$ cat config.mk
export PLATFORM = sky130hd
export DESIGN_NAME = affine_schedule_sequencer
export DESIGN_NICKNAME = d
export VERILOG_FILES = /design/src/rtl/affine_schedule_sequencer.sv
export SDC_FILE = /design/constraint.sdc
export NUM_CORES = 1
export LEC_CHECK = 0
export CAP_MARGIN = 30
export CELL_PAD_IN_SITES_DETAIL_PLACEMENT = 1
export CELL_PAD_IN_SITES_GLOBAL_PLACEMENT = 1
export CORE_MARGIN = 2
export CORE_UTILIZATION = 40
export CTS_BUF_LIST = sky130_fd_sc_hd__clkbuf_4
export DETAILED_ROUTE_END_ITERATION = 16
export HOLD_SLACK_MARGIN = 0.03
export PLACE_DENSITY_LB_ADDON = 0.1
export SYNTH_ARGS = -nofsm -noshare
export SYNTH_HDL_FRONTEND = slang
export SYNTH_SLANG_ARGS = --single-unit
$ cat constraint.sdc
create_clock -name clk -period 24.3 [get_ports clk]
set_clock_uncertainty 0.2 [all_clocks]
set_input_delay 4.86 -clock clk [delete_from_list [all_inputs] [get_ports clk]]
set_output_delay 4.86 -clock clk [all_outputs]
set_load 0.03 [all_outputs]
$ cat src/rtl/affine_schedule_sequencer.sv
// affine_schedule_sequencer
//
// Walks a loop nest of up to NUM_DIMS dimensions and issues one `step` pulse per
// iteration at the cycle given by an affine schedule:
//   sched_time = starting_cycle + sum over active dims of sched_loc[i]
// where sched_loc[i] accumulates sched_strides[i] for each iteration of dim i.
//
// Ports:
//   clk, rst_n       clock, asynchronous active-low reset
//   clk_en           global enable; low freezes all state and forces step=0
//   flush            synchronous clear to IDLE (qualified by clk_en)
//   start            begin a schedule (accepted in IDLE or DONE)
//   dimensionality   number of active dims, dim 0 innermost
//   ranges           per-dim iteration counts (0 means 2^WIDTH)
//   sched_strides    per-dim cycle offset added per iteration
//   starting_cycle   cycle of the first iteration relative to run start
//   step             one-cycle pulse per scheduled iteration
//   busy / done      state is RUN / DONE
//   sched_err        sticky: an iteration issued after its scheduled cycle
//   iter_count       steps issued since start, wraps
module affine_schedule_sequencer #(
  parameter int unsigned NUM_DIMS = 6,
  parameter int unsigned WIDTH    = 16
) (
  input  logic                               clk,
  input  logic                               rst_n,
  input  logic                               clk_en,
  input  logic                               flush,
  input  logic                               start,
  input  logic [3:0]                         dimensionality,
  input  logic [NUM_DIMS-1:0][WIDTH-1:0]     ranges,
  input  logic [NUM_DIMS-1:0][WIDTH-1:0]     sched_strides,
  input  logic [WIDTH-1:0]                   starting_cycle,
  output logic                               step,
  output logic                               busy,
  output logic                               done,
  output logic                               sched_err,
  output logic [WIDTH-1:0]                   iter_count
);

  typedef enum logic [1:0] {StIdle, StRun, StDone} state_e;

  state_e                          r_state;
  state_e                          w_state_d;
  logic [WIDTH-1:0]                r_cycle_cnt;
  logic [NUM_DIMS-1:0][WIDTH-1:0]  r_dim_cnt;
  logic [NUM_DIMS-1:0][WIDTH-1:0]  r_sched_loc;
  logic [WIDTH-1:0]                r_iter_count;
  logic                            r_sched_err;

  logic [NUM_DIMS-1:0]             w_active;
  logic [NUM_DIMS-1:0]             w_at_max;
  logic [NUM_DIMS-1:0]             w_upd;
  logic                            w_last;
  logic [WIDTH-1:0]                w_sched_time;
  logic                            w_start;

  // Per-dim decode: activity, wrap point and carry chain from inner dims.
  always_comb begin
    logic carry;
    carry        = 1'b1;
    w_sched_time = starting_cycle;
    w_active     = '0;
    w_at_max     = '0;
    w_upd        = '0;
    for (int i = 0; i < int'(NUM_DIMS); i++) begin
      w_active[i] = (i < int'(dimensionality));
      // ranges-1 wraps, so ranges==0 gives a full 2^WIDTH trip count
      w_at_max[i] = (r_dim_cnt[i] == ranges[i] - WIDTH'(1));
      w_upd[i]    = w_active[i] & carry;
      carry       = carry & w_at_max[i];
      if (w_active[i]) begin
        w_sched_time = w_sched_time + r_sched_loc[i];
      end
    end
    w_last = &(w_at_max | ~w_active);
  end

  assign step       = clk_en && (r_state == StRun) && (r_cycle_cnt >= w_sched_time);
  assign busy       = (r_state == StRun);
  assign done       = (r_state == StDone);
  assign sched_err  = r_sched_err;
  assign iter_count = r_iter_count;
  assign w_start    = start && !flush && (r_state != StRun);

  always_comb begin
    w_state_d = r_state;
    unique case (r_state)
      StIdle, StDone: begin
        if (start) begin
          w_state_d = (dimensionality == 4'd0) ? StDone : StRun;
        end
      end
      StRun: begin
        if (step && w_last) begin
          w_state_d = StDone;
        end
      end
      default: w_state_d = StIdle;
    endcase
    if (flush) begin
      w_state_d = StIdle;
    end
  end

  always_ff @(posedge clk or negedge rst_n) begin
    if (!rst_n) begin
      r_state <= StIdle;
    end else if (clk_en) begin
      r_state <= w_state_d;
    end
  end

  always_ff @(posedge clk or negedge rst_n) begin
    if (!rst_n) begin
      r_cycle_cnt  <= '0;
      r_dim_cnt    <= '0;
      r_sched_loc  <= '0;
      r_iter_count <= '0;
      r_sched_err  <= 1'b0;
    end else if (clk_en) begin
      if (flush || w_start) begin
        r_cycle_cnt  <= '0;
        r_dim_cnt    <= '0;
        r_sched_loc  <= '0;
        r_iter_count <= '0;
        r_sched_err  <= 1'b0;
      end else if (r_state == StRun) begin
        if (r_cycle_cnt != '1) begin
          r_cycle_cnt <= r_cycle_cnt + WIDTH'(1);
        end
        if (step) begin
          r_iter_count <= r_iter_count + WIDTH'(1);
          if (r_cycle_cnt > w_sched_time) begin
            r_sched_err <= 1'b1;
          end
          for (int i = 0; i < int'(NUM_DIMS); i++) begin
            if (w_upd[i]) begin
              if (w_at_max[i]) begin
                r_dim_cnt[i]   <= '0;
                r_sched_loc[i] <= '0;
              end else begin
                r_dim_cnt[i]   <= r_dim_cnt[i] + WIDTH'(1);
                r_sched_loc[i] <= r_sched_loc[i] + sched_strides[i];
              end
            end
          end
        end
      end
    end
  end

endmodule

# Word-level counts from Yosys, hierarchy flattened
# Cells that the tools add are included.
[classes] n_shift=0 n_eq_ne=12 div=0 reduce_logical=31 muxes=51 multipliers=0 add_sub_neg=26 bitwise_logic=11 order_cmp=8
[op_table] op="16-bit 2-to-1 mux" n=36
[op_table] op="96-bit 2-to-1 mux" n=6
[op_table] op="16-bit adder" n=12
[op_table] op="16-bit by 1-bit adder with 16-bit output (second input constant)" n=8
[op_table] op="16-bit == test" n=6
[op_table] op="16-bit by 1-bit subtractor with 16-bit output (second input constant)" n=6
[op_table] op="4-bit AND reduction" n=7
[op_table] op="2-bit nonzero test" n=10
[op_table] op="16-bit >= comparator" n=1
[op_table] op="16-bit > comparator" n=1
[op_table] op="16-bit != test (second input constant)" n=1
[op_table] op="1-bit bitwise AND" n=9
[op_table] op="3-bit AND reduction" n=3
[op_table] op="1-bit by 4-bit < comparator with 1-bit output (first input constant)" n=2
[op_table] op="2-bit by 4-bit < comparator with 1-bit output (first input constant)" n=2
[op_table] op="3-bit by 4-bit < comparator with 1-bit output (first input constant)" n=2
[op_table] op="2-bit 2-to-1 mux" n=4
[op_table] op="6-bit NOT" n=1
[op_table] op="6-bit bitwise OR" n=1
[op_table] op="6-bit AND reduction" n=1
[op_table] op="1-bit logical AND" n=5
[op_table] op="4-bit zero test" n=1
[op_table] op="1-bit 2-to-1 mux" n=4
[op_table] op="2-bit case mux with 2 select lines" n=1
[op_table] op="other kinds (9)" n=9
[totals] word_cells=155 reg_bits=227 romBits=0 ram_bits=0 in_bits=217 out_inout_bits=20 mem_count=0 latchBits=0

# Depth between registers and ports, before layout
[depth] ltp_word=18 mapped_depth=62

# Worst setup path after synthesis
# No wires, ideal clock.
[synth_path] kind="input to output" start="input port dimensionality[3]" end="output port step" t_required_ns=19.240 n_path_buf=3 setup_slack_ns=4.232 t_arrival_ns=15.008 path_stages=51 path_cell_list="clkbuf_1 > or2_2 > clkbuf_1 > nor2_1 > nand2_1 > clkbuf_1 > a21oi_1 > inv_1 > fa_1 > nor2b_1 > o21ai_0 > a21boi_0 > o21a_1 > nor2_1 > xnor2_1 > mux2i_1 > inv_1 > ha_1 > [15 not listed] > a31oi_1 > xnor2_1 > mux2_2 > ha_1 > inv_1 > o41ai_1 > nand3_1 > a31oi_1 > mux2i_1 > xnor3_1 > xnor3_1 > xnor2_1 > ha_1 > nand4_1 > nor2_1 > and4_1 > o31ai_1 > a211oi_1"
[synth_between] elab_chain_cells=14 elab_cells_between_ends=19 cone_classes="add/sub: 5; order compare: 7; mux: 6; reduce/logical: 1"
[synth_lines] item="from (decl)" line="30" rtl="input logic [3:0] dimensionality,"
[synth_lines] item="1-bit by 4-bit < comparator with 1-bit output" line="67" rtl="w_active[i] = (i < int'(dimensionality));"
[synth_lines] item="16-bit 2-to-1 mux" line="72" rtl="if (w_active[i]) begin"
[synth_lines] item="16-bit adder" line="73" rtl="w_sched_time = w_sched_time + r_sched_loc[i];"
[synth_lines] item="16-bit 2-to-1 mux" line="72"
[synth_lines] item="16-bit adder" line="73"
[synth_lines] item="16-bit 2-to-1 mux" line="72"
[synth_lines] item="16-bit adder" line="73"
[synth_lines] item="16-bit 2-to-1 mux" line="72"
[synth_lines] item="16-bit adder" line="73"
[synth_lines] item="16-bit 2-to-1 mux" line="72"
[synth_lines] item="16-bit adder" line="73"
[synth_lines] item="16-bit 2-to-1 mux (*)" line="72"
[synth_lines] item="16-bit >= comparator (*)" line="79" rtl="assign step = clk_en && (r_state == StRun) && (r_cycle_cnt >= w_sched_time);"
[synth_lines] item="1-bit logical AND (*)" line="79"
[synth_lines] item="to (decl)" line="34" rtl="output logic step,"
# Every way passes the cells marked *; elsewhere a longest branch is shown, timed or not.

# Worst setup path in the final report
# Ends and elaborated chain as after synthesis.

==> results_dict.tcl <==
set metrics [dict create \
    outcome "finished clean" \
    synth_area_leader_cell "dfrtp_1" \
    hp-class "register to register" \
    synth_top_cell_area_share 0.2444 \
    rsz0062_at_grt "no" \
    power_w 0.001994 \
    synth_edf_count 0 \
    drt_first_iter_violations 906 \
    cts_resized 0 \
    async_flop_share 1.000 \
    drive_gt1_frac 0.06341 \
    synth_top_family_by_area "simple AND/OR/NAND/NOR gates" \
    placed_cells 3802 \
    root_buffer "clkbuf_4" \
    cts_tree "done" \
    die_area_um2 60050 \
    synth-xor-area-share 0.1123 \
    grt_overflow 0 \
    grt_pass1_vias 23881 \
    syn-num-nets 3317 \
    slew_headroom 0.3052 \
    fin_setup_tns_ns 0 \
    clock_latency_ns 0.82 \
    cp-end-kind "output pin" \
    grt_pass1_wl_um 127300 \
    pin_count 237 \
    vias_per_cell 5.822 \
    min_period_ns 22.70 \
    final_nets 3558 \
    die_y_um 245.1 \
    drt-wirelength-per-cell_um 20.32 \
    ff_latch_area_um2 5680 \
    cts_hold_buf 0 \
    syn_avg_cell_area_um2 8.087 \
    fmaxAchievable_mhz 44.06 \
    synth-compound-area-share 0.2265 \
    area_delta_synth_final_pct 18.00 \
    worst-path-max-fanout 29 \
    vias 22840 \
    cp_slowest_cell "clkdlybuf4s50_1" \
    dp_hpwl_um 62690 \
    clk_pin_slew_ns 0.06 \
    start_util 0.4036 \
    ant_nets 0 \
    gp_congestion 0.9022 \
    synth-simple-area-share 0.2331 \
    crit_path_start_kind "primary input" \
    core_um2 57590 \
    cp.arrival_ns 17.64 \
    io_buffers 236 \
    drc 0 \
    fin_hold_ws_ns 0.3038 \
    yosysSeqAreaShare 0.2444 \
    min_from "r_dim_cnt[31]$_DFFE_PN0P_" \
    synthCells 2874 \
    dr.pass1.iters 5 \
    slowest_delay_ns 0.86 \
    routed_wl_um 79730 \
    crit_start "dimensionality[3]" \
    synth_area_leaders "dfrtp_1 24%, ha_1 12%, xnor2_1 6.2%" \
    finalCritPeriodShare 0.9341 \
    setup_violations 0 \
    synthFlopType "dfrtp_1" \
    muxShareOfSynthArea 0.02121 \
    multi_input_area_um2 16770 \
    die_width_um 245.1 \
    htreeDepth 3 \
    grt_max_degree 117 \
    worst_ep_required_time_ns 19.24 \
    final-instance-count-excl-fill 3923 \
    yosys.area_share.adder 0.1255 \
    post_dp_cell_area_um2 26460 \
    track_usage 0.2639 \
    critical_path_class "primary input to output pin" \
    cpMostUsedCell "ha_1" \
    fill_cells 6958 \
    worstMarginPinSlew_ns 1.033 \
    clockBufferDepth 3 \
    synth_seq_cells 227 \
    ys_types 88 \
    post-cts-setup-buffer-count 0 \
    rows 88 \
    ys_warn_count 0 \
    peakVddDrop_mv 0.04314 \
    final_cell_area_um2 27430 \
    drv_cap 0 \
    finalHoldViolCount 0 \
    p_leak_nw 12.19 \
    power_density_nw_per_um2 72.70 \
    r2r_start "r_sched_loc[0]$_DFFE_PN0P_" \
    synthesis.area_um2 23240 \
    antenna_found_initial 4 \
    cts_inserted_buffers 74 \
    drv_slew 0 \
    numClockSinks 227 \
]
-- cell type report --
type                       instances  share of cell area
antenna                            4           0.0003650
clock buffer                      99             0.02710
clock inverter                    16            0.006159
inverter                         121             0.01656
multi-input combinational       2428              0.6116
sequential                       227              0.2071
tap                              765             0.03490
timing repair buffer             263             0.09622
-- final timing paths --
kind / slack, ns / end / cells after the start
setup reg to reg: 10.87 / r_dim_cnt[70]$_DFFE_PN0P_ / 52
max in group asynchronous: 18.16 / r_sched_loc[81]$_DFFE_PN0P_ / 4
setup / recovery: 1.60 / step / 50
min in group asynchronous: 3.94 / r_dim_cnt[34]$_DFFE_PN0P_ / 1
hold reg to reg: 0.30 / r_dim_cnt[31]$_DFFE_PN0P_ / 1
hold / removal: 0.30 / r_dim_cnt[31]$_DFFE_PN0P_ / 1
-- metal layers --
layer  routed length [um]  global-route usage  up-vias
met5                   11                   0        -
met4                 2814              0.1004        2
met3                 2852             0.04177      137
met2                38610              0.4521      419
met1                35440              0.3323    11230
li1                     -                   -    11052
-- synth_stat cells, drive strengths merged, types with 22 or more instances --
cell type and count:
o21ai 237, nand2 235, dfrtp 227, nor2 219, ha 214, xnor2 165
a21oi 163, xor2 128, inv 121, nor3 99, and3 95, nand3 95
clkbuf 80, o31ai 74, nand2b 69, a21o 66, nor4 52, o21a 38
a31oi 37, nor2b 32, or3 31, mux2i 29, o211ai 27, a211oi 26
a22o 22
-- per-stage QoR --
step | worst slack (ns) | utilization
after floorplan | 4.232 | -
after detailed placement | 1.788 | 0.4596
after CTS | 1.726 | 0.4754
final | 1.602 | 0.4763
after global placement | 2.209 | 0.4583
after global routing | 0.5306 | 0.4763
-- power by group --
part	leakage (nW)	total, W	internal, W	switching (W)
Combinational	8.52	0.00111	0.000465	0.000647
Clock	0.541	0.000421	0.000228	0.000193
Sequential	3.13	0.000461	0.000409	0.0000526
-- critical path: cells and delay by family --
kind | cells | cell delay [ns]
AND/OR/NAND/NOR | 13 | 2.90
multiplexers | 3 | 0.85
buffers and inverters | 5 | 1.66
adder cells (fa/ha/maj) | 6 | 2.01
XOR/XNOR | 6 | 1.14
AO/OA/AOI/OAI | 17 | 4.22
-- state kept, by name, indices dropped and copies added, names as in the netlist --
| register | flops |
|---|---|
| iter_count | 16 |
| r_cycle_cnt | 16 |
| r_state | 2 |
| sched_err | 1 |
| r_sched_loc | 96 |
| r_dim_cnt | 96 |
-- cells by family after synthesis --
group	count (synthesis)
buf+inv	219
flops	227
fa+ha+maj	226
mux	47
simple gates	1047
compound gates	813
xor+xnor	295
-- layout by cell type (no fill, tap or decap), drive strengths merged, types with 20 or more instances in the layout --
| master | Yosys | final |
|---|---|---|
| a21o | 66 | 66 |
| clkdlybuf4s50 | 0 | 235 |
| a31oi | 37 | 37 |
| nor3 | 99 | 99 |
| nand3 | 95 | 95 |
| o31ai | 74 | 74 |
| nand4 | 20 | 20 |
| nand2 | 235 | 235 |
| and3 | 95 | 95 |
| inv | 121 | 122 |
| nor2b | 32 | 32 |
| a22o | 22 | 22 |
| a211oi | 26 | 26 |
| clkbuf | 80 | 99 |
| o21ai | 237 | 237 |
| mux2i | 29 | 29 |
| a21oi | 163 | 163 |
| xnor2 | 165 | 165 |
| o211ai | 27 | 27 |
| nor2 | 219 | 219 |
| buf | 18 | 28 |
| nor4 | 52 | 52 |
| or3 | 31 | 31 |
| ha | 214 | 214 |
| o21a | 38 | 38 |
| dfrtp | 227 | 227 |
| xor2 | 128 | 128 |
| nand2b | 69 | 69 |
(Power assumes the default switching activity.)
